`src/rtl/fir_seq_pkg.sv`:
```
// Shared types and constants for the FIR MAC sequencer: state encoding,
// tap-select codes and a saturating counter helper.
package fir_seq_pkg;

    localparam int TAPS_PER_GROUP = 3;

    localparam logic [3:0] EN_MUL_NONE = 4'b0000;
    localparam logic [3:0] EN_MUL_TAP1 = 4'b0001;
    localparam logic [3:0] EN_MUL_TAP2 = 4'b0010;
    localparam logic [3:0] EN_MUL_TAP3 = 4'b0011;

    typedef enum logic [2:0] {
        ST_IDLE = 3'd0,
        ST_MUL1 = 3'd1,
        ST_MUL2 = 3'd2,
        ST_MUL3 = 3'd3,
        ST_DONE = 3'd4
    } seq_state_t;

    function automatic logic [7:0] sat_inc8(input logic [7:0] v);
        if (v == 8'hFF) begin
            return v;
        end else begin
            return v + 8'd1;
        end
    endfunction

endpackage

```
`src/rtl/fir_delay_line.sv`:
```
// Tapped delay line: tap 0 is the newest sample, shifted only when enabled;
// synchronous clear and reset both zero every tap.
module fir_delay_line #(
    parameter int DEPTH = 12,
    parameter int W     = 3
) (
    input  logic               clk,
    input  logic               rst,
    input  logic               clr,
    input  logic               shift_en,
    input  logic [W-1:0]       din,
    output logic [DEPTH*W-1:0] taps
);

    logic [DEPTH*W-1:0] taps_q;
    logic [DEPTH*W-1:0] taps_d;

    // Next-tap selection: clear beats shift; the oldest tap falls off the top.
    always_comb begin
        taps_d = taps_q;
        if (clr) begin
            taps_d = {(DEPTH*W){1'b0}};
        end else if (shift_en) begin
            taps_d = {taps_q[(DEPTH-1)*W-1:0], din};
        end else begin
            taps_d = taps_q;
        end
    end

    // Tap storage.
    always_ff @(posedge clk) begin
        if (rst) begin
            taps_q <= {(DEPTH*W){1'b0}};
        end else begin
            taps_q <= taps_d;
        end
    end

    assign taps = taps_q;

endmodule

```
`src/rtl/fir_mac_sequencer.sv`:
```
// Sample capture and 3-cycle MAC control for the transposed FIR.
// Optional busy-drop counter output enabled by FIR_SEQ_DROP_CNT_EN.
module fir_mac_sequencer
    import fir_seq_pkg::*;
#(
    parameter int NUM_GROUPS = 4,
    parameter int SAMPLE_W   = 3
) (
    input  logic                                      iClk_12M,
    input  logic                                      iRst,
    input  logic                                      iEnSample,
    input  logic signed [SAMPLE_W-1:0]                iFirIn,
    input  logic                                      iFlush,
    output logic [NUM_GROUPS*TAPS_PER_GROUP*SAMPLE_W-1:0] oDelay,
    output logic [3:0]                                oEnMul,
    output logic                                      oEnAdd,
    output logic                                      oEnAcc,
    output logic [1:0]                                oCoeffSel,
    output logic                                      oAccValid,
    output logic                                      oBusy,
    output logic                                      oDropFlag
`ifdef FIR_SEQ_DROP_CNT_EN
    ,
    output logic [7:0]                                oDropCnt
`endif
);

    localparam int DEPTH = NUM_GROUPS * TAPS_PER_GROUP;

    seq_state_t  state_q, state_d;
    logic [3:0]  en_mul_q, en_mul_d;
    logic        en_add_q, en_add_d;
    logic        en_acc_q, en_acc_d;
    logic [1:0]  coeff_sel_q, coeff_sel_d;
    logic        acc_valid_q, acc_valid_d;
    logic        busy_q, busy_d;
    logic        drop_flag_q, drop_flag_d;
    logic        ready_s;
    logic        accept_s;
    logic        drop_s;
`ifdef FIR_SEQ_DROP_CNT_EN
    logic [7:0]  drop_cnt_q, drop_cnt_d;
`endif

    // Next state plus control outputs decoded from the next state so they are registered.
    always_comb begin
        ready_s     = (state_q == ST_IDLE) || (state_q == ST_DONE);
        accept_s    = iEnSample && !iFlush && ready_s;
        drop_s      = iEnSample && !iFlush && !ready_s;
        state_d     = state_q;
        en_mul_d    = EN_MUL_NONE;
        en_add_d    = 1'b0;
        en_acc_d    = 1'b0;
        coeff_sel_d = 2'd0;
        acc_valid_d = 1'b0;
        busy_d      = 1'b0;
        if (iFlush) begin
            state_d = ST_IDLE;
        end else begin
            case (state_q)
                ST_IDLE: state_d = accept_s ? ST_MUL1 : ST_IDLE;
                ST_MUL1: state_d = ST_MUL2;
                ST_MUL2: state_d = ST_MUL3;
                ST_MUL3: state_d = ST_DONE;
                ST_DONE: state_d = accept_s ? ST_MUL1 : ST_IDLE;
                default: state_d = ST_IDLE;
            endcase
        end
        case (state_d)
            ST_MUL1: begin
                en_mul_d = EN_MUL_TAP1; en_add_d = 1'b1; en_acc_d = 1'b1;
                coeff_sel_d = 2'd0; busy_d = 1'b1;
            end
            ST_MUL2: begin
                en_mul_d = EN_MUL_TAP2; en_add_d = 1'b1; en_acc_d = 1'b1;
                coeff_sel_d = 2'd1; busy_d = 1'b1;
            end
            ST_MUL3: begin
                en_mul_d = EN_MUL_TAP3; en_add_d = 1'b1; en_acc_d = 1'b1;
                coeff_sel_d = 2'd2; busy_d = 1'b1;
            end
            ST_DONE: acc_valid_d = 1'b1;
            default: acc_valid_d = 1'b0;
        endcase
        if (iFlush) begin
            drop_flag_d = 1'b0;
        end else if (drop_s) begin
            drop_flag_d = 1'b1;
        end else begin
            drop_flag_d = drop_flag_q;
        end
`ifdef FIR_SEQ_DROP_CNT_EN
        if (iFlush) begin
            drop_cnt_d = 8'd0;
        end else if (drop_s) begin
            drop_cnt_d = sat_inc8(drop_cnt_q);
        end else begin
            drop_cnt_d = drop_cnt_q;
        end
`endif
    end

    // Sequencer FSM and registered control outputs.
    always_ff @(posedge iClk_12M) begin
        if (iRst) begin
            state_q     <= ST_IDLE;
            en_mul_q    <= EN_MUL_NONE;
            en_add_q    <= 1'b0;
            en_acc_q    <= 1'b0;
            coeff_sel_q <= 2'd0;
            acc_valid_q <= 1'b0;
            busy_q      <= 1'b0;
            drop_flag_q <= 1'b0;
`ifdef FIR_SEQ_DROP_CNT_EN
            drop_cnt_q  <= 8'd0;
`endif
        end else begin
            state_q     <= state_d;
            en_mul_q    <= en_mul_d;
            en_add_q    <= en_add_d;
            en_acc_q    <= en_acc_d;
            coeff_sel_q <= coeff_sel_d;
            acc_valid_q <= acc_valid_d;
            busy_q      <= busy_d;
            drop_flag_q <= drop_flag_d;
`ifdef FIR_SEQ_DROP_CNT_EN
            drop_cnt_q  <= drop_cnt_d;
`endif
        end
    end

    fir_delay_line #(
        .DEPTH (DEPTH),
        .W     (SAMPLE_W)
    ) u_delay (
        .clk      (iClk_12M),
        .rst      (iRst),
        .clr      (iFlush),
        .shift_en (accept_s),
        .din      (iFirIn),
        .taps     (oDelay)
    );

    assign oEnMul    = en_mul_q;
    assign oEnAdd    = en_add_q;
    assign oEnAcc    = en_acc_q;
    assign oCoeffSel = coeff_sel_q;
    assign oAccValid = acc_valid_q;
    assign oBusy     = busy_q;
    assign oDropFlag = drop_flag_q;
`ifdef FIR_SEQ_DROP_CNT_EN
    assign oDropCnt  = drop_cnt_q;
`endif

endmodule

```
`config.mk`:
```
export PLATFORM = sky130hd
export DESIGN_NAME = fir_mac_sequencer
export DESIGN_NICKNAME = d
export VERILOG_FILES = /design/src/rtl/fir_seq_pkg.sv /design/src/rtl/fir_delay_line.sv /design/src/rtl/fir_mac_sequencer.sv
export SDC_FILE = /design/constraint.sdc
export NUM_CORES = 1
export LEC_CHECK = 0
export BUFFER_PORTS_ARGS = -buffer_cell sky130_fd_sc_hd__buf_2
export CAP_MARGIN = 30
export CORE_MARGIN = 3
export CORE_UTILIZATION = 40
export CTS_CLUSTER_SIZE = 12
export DETAILED_ROUTE_END_ITERATION = 8
export PLACE_DENSITY = 0.68
export RECOVER_POWER = 25
export SETUP_SLACK_MARGIN = 0.3
export SLEW_MARGIN = 20
export SYNTH_ARGS = -nofsm -noshare
export SYNTH_HDL_FRONTEND = slang
export SYNTH_SLANG_ARGS = --single-unit
export TNS_END_PERCENT = 100
```
`constraint.sdc`:
```
create_clock -name iClk_12M -period 2.6 [get_ports iClk_12M]
set_input_delay 0.26 -clock iClk_12M [delete_from_list [all_inputs] [get_ports iClk_12M]]
set_output_delay 0.26 -clock iClk_12M [all_outputs]
set_load 0.05 [all_outputs]
```
Yosys cells after proc, flatten, opt, wreduce, memory -nomap -nowiden. Index checks and enable logic that the tools add are counted.

Input port bits: 7. Output and inout port bits: 47. Register bits: 48. Word-level logic and storage cells: 32.

Equal/unequal tests: 8. Reduce and logical (&&, ||, !) cells: 10. Multiplexer cells: 7.

Operator list (count): $eq A3 B2 Y1 const B (4); $pmux W3 S4 (1); $eq A3 B1 Y1 const B (2); $eq A3 B3 Y1 const B (2); $pmux W2 S3 (1); $pmux W2 S2 (1); $reduce_or A2 Y1 (2); $logic_and A1 B1 Y1 (3); $logic_not A3 Y1 (1); $mux W1 (3); $mux W3 (1); $reduce_or A3 Y1 (1); $logic_not A1 Y1 (2); $logic_or A1 B1 Y1 (1).

Logic depth before layout (Yosys ltp). Gate-level depths: netlist of run 1.

Word-level depth: 9. Depth in mapped cells: 6. Depth with buffers taken out: 3.

By module. From an unflattened synthesis of run 1, not the netlist that was laid out.

Cells, all modules: 152. Area, all modules: 1729.2 µm².

By module, submodules not included: fir_delay_line (cells each 117, seq. area each 720.7 µm², instances 1, area an instance 1323.8 µm²); fir_mac_sequencer (cells each 35, seq. area each 200.2 µm², instances 1, area an instance 405.4 µm²).

Worst setup path before layout of run 1. OpenSTA, ideal clock, no wires.

Path kind: reg-to-reg. Start point: register state_q[0]. End point: register u_delay.taps_q[22] (netlist: u_delay.taps[22]). Data arrival time: 1.323 ns. Slack: 1.144 ns. Data required time: 2.468 ns. Period minus slack after synthesis: 1.456 ns. Cell stages (with the launch flop): 7. Library setup time: 0.132 ns. Buffers on the path: 3. Cells stage by stage: dfxtp_1 > buf_6 > or4b_4 > buf_6 > buf_6 > nand2_1 > a21oi_1.

Longest elaborated chain between the ends: 3. Elaborated cells on any way between the ends: 4. Those cells by class: eq/ne: 1; reduce/logical: 3.

RTL lines: start: declaration (RTL line fir_mac_sequencer.sv:30) `seq_state_t state_q, state_d;`; start signal: assignment (RTL line fir_mac_sequencer.sv:118) `state_q <= state_d;`; $eq A3 B3 Y1 or $logic_not A3 Y1 (tied branches) (RTL line fir_mac_sequencer.sv:47) `ready_s = (state_q == ST_IDLE) || (state_q == ST_DONE);`; $logic_or A1 B1 Y1 (*) (RTL line fir_mac_sequencer.sv:47); $logic_and A1 B1 Y1 (*) (RTL line fir_mac_sequencer.sv:48) `accept_s = iEnSample && !iFlush && ready_s;`; end signal: assignment (RTL line fir_delay_line.sv:33) `taps_q <= {(DEPTH*W){1'b0}};`; end signal: assignment (RTL line fir_delay_line.sv:35) `taps_q <= taps_d;`; end: declaration (RTL line fir_delay_line.sv:15) `logic [DEPTH*W-1:0] taps_q;`.

Mark *: on every way between the ends. The rest lies on a longest branch, timed or not. A chain may end at the register's enable or synchronous reset.

Final worst setup path of run 1.
Start point: input port iFlush. End point: register busy_q (netlist: oBusy).

Longest elaborated chain between the ends: 9. Elaborated cells on any way between the ends: 11. Those cells by class: eq/ne: 3; mux: 4; reduce/logical: 4.

RTL lines: start: declaration (RTL line fir_mac_sequencer.sv:13) `input logic iFlush,`; $logic_not A1 Y1 (RTL line fir_mac_sequencer.sv:48); $logic_and A1 B1 Y1 (2 in a row) (RTL line fir_mac_sequencer.sv:48); $mux W1 (RTL line fir_mac_sequencer.sv:61, fir_mac_sequencer.sv:65); $pmux W3 S4 (RTL line fir_mac_sequencer.sv:60) `case (state_q)`; $mux W3 (*) (RTL line fir_mac_sequencer.sv:57) `if (iFlush) begin`; $eq A3 B2 Y1 or $eq A3 B1 Y1 (tied branches) (RTL line fir_mac_sequencer.sv:69) `case (state_d)`; $reduce_or A3 Y1 (no source line) (*); $mux W1 (*) (RTL line fir_mac_sequencer.sv:69); end signal: assignment (RTL line fir_mac_sequencer.sv:124) `busy_q <= busy_d;`; end: declaration (RTL line fir_mac_sequencer.sv:36) `logic busy_q, busy_d;`.

Marks and branches as above.

==> results of run 1 <==
==> path summary, 6_finish.rpt <==
kind                     startpoint                       endpoint  slack [ns]  cells past startpoint
max                          iFlush               oBusy$_SDFF_PP0_        0.91                      4
min reg2reg  oDropFlag$_SDFFE_PP0P_         oDropFlag$_SDFFE_PP0P_        0.45                      2
min                       iFirIn[2]   u_delay.taps[2]$_SDFFE_PP0P_        0.21                      3
max reg2reg   state_q[0]$_SDFF_PP0_  u_delay.taps[10]$_SDFFE_PP0P_        0.98                      3
==> registers in the layout, summed over array words and instances, names as in the netlist <==
name          count
oAccValid         1
oDropFlag         1
oCoeffSel         2
state_q           3
oBusy             1
u_delay.taps     36
oEnMul            2
==> report_power, final <==
group / switching, W / internal, W / leakage (nW) / total, W
Combinational: 0.0000651 / 0.0000167 / 0.327 / 0.0000819
Sequential: 0.00000531 / 0.000709 / 0.371 / 0.000714
Clock: 0.000223 / 0.000214 / 0.0482 / 0.000438
Total: 0.000294 / 0.000940 / 0.746 / 0.00123
==> layout make-up <==
type	count	area, µm²
clock buffers	7	86.3
multi-input cells	129	599
well taps	48	60.1
inverters	1	3.75
clock inverters	1	5.00
fillers	412	1900
repair buffers	53	251
flip-flops and latches	46	921
==> critical path: stages <==
cell      delay, ns
clkbuf_1       0.20
or2_1          1.06
a211oi_1       0.12
o21bai_1       0.22
==> cell families after synthesis <==
family	after synthesis
flops	46
compound gates	41
xor+xnor	1
buf+inv	19
simple gates	85
other cells	1
==> Yosys cell counts <==
library cell	instances	area (µm²)
nand2_1	73	274
dfxtp_1	46	921
a21oi_1	37	185
buf_6	8	90.1
clkbuf_1	5	18.8
buf_4	4	30.0
nor3_1	3	15.0
a211oi_1	2	15.0
and3_1	2	12.5
nand2b_1	2	12.5
and3b_1	1	8.76
buf_2	1	5.00
conb_1	1	3.75
inv_1	1	3.75
nor2_1	1	3.75
nor4b_4	1	23.8
o21ai_0	1	5.00
o21bai_1	1	7.51
or2_2	1	6.26
or4b_4	1	13.8
xnor2_1	1	8.76
==> per-stage QoR <==
step                      setup WS [ns]  utilization
final                             0.912        0.504
after global routing              0.706        0.504
after CTS                          1.01        0.509
after detailed placement           1.02        0.485
after global placement             1.04        0.485
after floorplan                    1.14            -
==> layer usage <==
metal	wire length, µm	vias to the layer above
met4	44	0
met5	0	-
met1	1620	597
met3	299	5
met2	1410	44
li1	-	704
==> results.json, run 1 <==
{
  "status": "completed",
  "ctsResizeCount": 0,
  "instances_no_fill": 285,
  "stdcell_area_um2": 1930,
  "synth_seq_cells": 46,
  "cp_max_fo": 41,
  "rsz0062_at_grt": "false",
  "finClkSkew_ns": 0.00299,
  "track_usage": 0.137,
  "dr.pass1.iters": 4,
  "ir_drop_v": 0.000349,
  "wl_per_cell_um": 11.8,
  "grt_overflow": 0,
  "mostFrequentLayoutCells": "nand2_1, dfxtp_1, a21oi_1, buf_2, clkbuf_1",
  "fin_crit_ns": 1.69,
  "drt_iter0_markers": 126,
  "hold_viol_final": 0,
  "synthesis.area_um2": 1660,
  "synthAdderAreaFrac": 0,
  "gpl.final_weighted_congestion": 0.715,
  "final_common_cell": "nand2_1",
  "hold_class": "in2reg",
  "synth_area_per_cell_um2": 8.62,
  "clockBufferDepth": 2,
  "vias_per_cell": 4.74,
  "first_global_vias": 1177,
  "synth_top_family_by_area": "simple AND/OR/NAND/NOR gates",
  "cp.required_ns": 2.78,
  "synth_compound_area_frac": 0.128,
  "post-cts-setup-buffers": 0,
  "relSlewSlack": 0.0895,
  "ys_warn_count": 0,
  "cts_tree": "built",
  "crit_path_end_kind": "register",
  "grt.busiest_layer": "met2",
  "num_rows": 22,
  "synthSimpleGateAreaFrac": 0.223,
  "power_density_nw_per_um2": 640,
  "initial_utilization": 0.435,
  "synth_xor_xnor_area_share": 0.00526,
  "vias": 1350,
  "clock_latency_ns": 0.29,
  "dp_cells": 277,
  "yosys-mux-area-fraction": 0,
  "die_h_um": 70.5,
  "grt_pass1_wl_um": 5380,
  "num_antenna_cells": 0,
  "setup_viol": 0,
  "die-width_um": 70.5,
  "drc": 0,
  "cts.sinks": 46,
  "final_antenna_net_count": 0,
  "fin_setup_tns_ns": 0,
  "drive_above_1_share": 0.198,
  "met2_usage": 0.200,
  "clock-root-buffer": "clkbuf_8",
  "criticalPathCategory": "in2reg",
  "placed_area_um2": 1850,
  "drv_slew": 0,
  "grtUsageMet1": 0.177,
  "tightest_slew_ns": 1.37,
  "syn_inst": 193,
  "nNetsFinal": 243,
  "start_kind": "primary input",
  "maxCapViolCount": 0,
  "cts-hold-fix-buffers": 0,
  "cts_buffers": 5,
  "port_buffers": 51,
  "hpwl_um": 2210,
  "worstPathArrival_ns": 1.86,
  "syn_to_final_growth_pct": 15.8,
  "clkTransAtPathRegs_ns": 0.08,
  "yosysUniqueCellTypes": 21,
  "h-tree-depth": 2,
  "antenna_found_initial": 0,
  "leakagePower_nw": 0.746,
  "finalPower_w": 0.00123,
  "max_freq_mhz": 592,
  "hold-worst-slack_ns": 0.209,
  "io_pins": 54,
  "wirelength_um": 3370,
  "core-area_um2": 3830,
  "use_met3": 0.0619,
  "grt_start_max_net_pins": 42,
  "synth_seq_area_share": 0.553,
  "die_area_um2": 4970,
  "period_share": 0.649
}
(Power assumes the default switching activity.)
==> run 2: changes to the inputs <==
--- a/config.mk
+++ b/config.mk
@@ -11,7 +11,7 @@
 export CORE_UTILIZATION = 40
 export CTS_CLUSTER_SIZE = 12
 export DETAILED_ROUTE_END_ITERATION = 8
-export PLACE_DENSITY = 0.68
+export PLACE_DENSITY = 0.71
 export RECOVER_POWER = 25
 export SETUP_SLACK_MARGIN = 0.3
 export SLEW_MARGIN = 20
==> constraint.sdc (replaced) <==
create_clock -name iClk_12M -period 1.39 [get_ports iClk_12M]
set_input_delay 0.139 -clock iClk_12M [delete_from_list [all_inputs] [get_ports iClk_12M]]
set_output_delay 0.139 -clock iClk_12M [all_outputs]
set_load 0.05 [all_outputs]
==> results.json, run 2 (synthesis gave the netlist of run 1 again) <==
{
  "syn_to_final_growth_pct": 52.5,
  "setup_viol": 30,
  "rsz0062_at_grt": "true",
  "antenna_found_initial": 0,
  "rrSetupSlack_ns": -0.06,
  "mostFrequentLayoutCells": "nand2_1, dfxtp_1, a21oi_1, buf_4, buf_2",
  "grt_pass1_wl_um": 7310,
  "core-area_um2": 3830,
  "power_density_nw_per_um2": 984,
  "fin_crit_ns": 1.45,
  "finClkSkew_ns": 0.0150,
  "drive_above_1_share": 0.420,
  "start_kind": "register",
  "drv_slew": 0,
  "startpoint": "state_q[0]$_SDFF_PP0_",
  "die_h_um": 70.5,
  "crit_path_end_kind": "register",
  "dr.pass1.iters": 4,
  "setup_ws_ns": -0.0600,
  "period_share": 1.04,
  "hold_class": "in2reg",
  "r2r_end": "u_delay.taps[29]$_SDFFE_PP0P_",
  "wl_per_cell_um": 15.6,
  "initial_utilization": 0.435,
  "grt.busiest_layer": "met2",
  "ir_drop_v": 0.000654,
  "vias": 1583,
  "maxCapViolCount": 0,
  "violations": "setup timing",
  "grt_start_max_net_pins": 37,
  "status": "finished, violations left",
  "die_area_um2": 4970,
  "clockBufferDepth": 2,
  "criticalPathCategory": "reg2reg",
  "met2_usage": 0.282,
  "num_rows": 22,
  "first_global_vias": 1436,
  "track_usage": 0.188,
  "worstPathArrival_ns": 1.68,
  "placed_area_um2": 1890,
  "hpwl_um": 2230,
  "drc": 0,
  "fin_setup_tns_ns": -0.976,
  "final_util": 0.663,
  "io_pins": 54,
  "die-width_um": 70.5,
  "final_common_cell": "nand2_1",
  "drt_iter0_markers": 73,
  "cts_buffers": 5,
  "crit_end": "u_delay.taps[29]$_SDFFE_PP0P_",
  "wirelength_um": 4840,
  "clock-root-buffer": "clkbuf_8",
  "cp.required_ns": 1.62,
  "instances_no_fill": 310,
  "pre_cts_slack_ns": 0.0115,
  "cts_tree": "built",
  "leakagePower_nw": 1.01,
  "num_antenna_cells": 0,
  "dp_cells": 280,
  "port_buffers": 51,
  "clock_latency_ns": 0.31,
  "h-tree-depth": 2,
  "cp_max_fo": 4,
  "final_antenna_net_count": 0,
  "largest_register_ffs": 36,
  "grt_overflow": 0,
  "reg2reg_depth": 7,
  "hold_viol_final": 0,
  "stdcell_area_um2": 2540,
  "clkTransAtPathRegs_ns": 0.10,
  "grtUsageMet1": 0.256,
  "vias_per_cell": 5.11,
  "cts.sinks": 46,
  "use_met3": 0.0532,
  "worst_r2r_startpoint": "state_q[0]$_SDFF_PP0_",
  "max_freq_mhz": 690,
  "gpl.final_weighted_congestion": 0.753,
  "nNetsFinal": 268
}
## run 2: changes by cell type in the layout (fill, tap and decap cells not counted), moves of 4 or more
cell,change
nand2_2,+7
buf_6,+9
buf_2,-20
buf_12,+4
clkbuf_1,-16
a21oi_1,-7
a21oi_2,+7
or4b_4,+5
clkbuf_4,+12
nand2_1,-8
buf_4,+23
## run 2: repair_timing
action,4_1_cts,5_1_grt
gates cloned,8,3
endpoints found under the hold margin,0,0
endpoints found under the setup margin,46,70
gates resized for setup,29,64
hold buffers,0,0
pin swaps,21,9
setup buffers,10,1
## run 2: worst min path at each step
stage	from	to	depth (start not counted)
floorplan	iFirIn[0]	u_delay.taps[0]$_SDFFE_PP0P_	2
global placement	iFirIn[2]	u_delay.taps[2]$_SDFFE_PP0P_	3
detailed placement	iFirIn[2]	u_delay.taps[2]$_SDFFE_PP0P_	3
CTS	iFirIn[2]	u_delay.taps[2]$_SDFFE_PP0P_	3
global route	iFirIn[0]	u_delay.taps[0]$_SDFFE_PP0P_	3
finish	iFirIn[2]	u_delay.taps[2]$_SDFFE_PP0P_	3
## run 2: layout make-up
type | instances | area (µm²)
Tap cell | 48 | 60.1
Fill cell | 304 | 1290
Clock buffer | 5 | 68.8
Inverter | 1 | 3.75
Multi-Input combinational cell | 134 | 739
Clock inverter | 3 | 23.8
Timing Repair Buffer | 73 | 712
Sequential cell | 46 | 930
## run 2: report_power, final
group / internal, W / switching [W]
clock: 0.000360 / 0.000487
combinational: 0.000142 / 0.000177
sequential: 0.00132 / 0.00000578
total: 0.00183 / 0.000670
## run 2: critical path, stage by stage (launching register included)
cell and delay [ns]:
dfxtp_4 0.36, buf_6 0.12, nor4b_4 0.32, buf_6 0.18
buf_12 0.12, clkbuf_16 0.13, nand2_1 0.05, a21oi_1 0.12
## run 2: per-layer routing
| metal | vias to the layer above | wire [µm] |
|---|---|---|
| met1 | 749 | 2060 |
| met5 | - | 0 |
| li1 | 775 | - |
| met3 | 10 | 270 |
| met4 | 0 | 99 |
| met2 | 49 | 2410 |
## run 2: per-stage QoR
step | power (W) | hold WS [ns]
after global routing | 0.00258 | 0.0577
after CTS | 0.00246 | 0.0548
after global placement | 0.00153 | 0.387
after detailed placement | 0.00153 | 0.388
final | 0.00250 | 0.0542
after floorplan | 0.00152 | 0.279
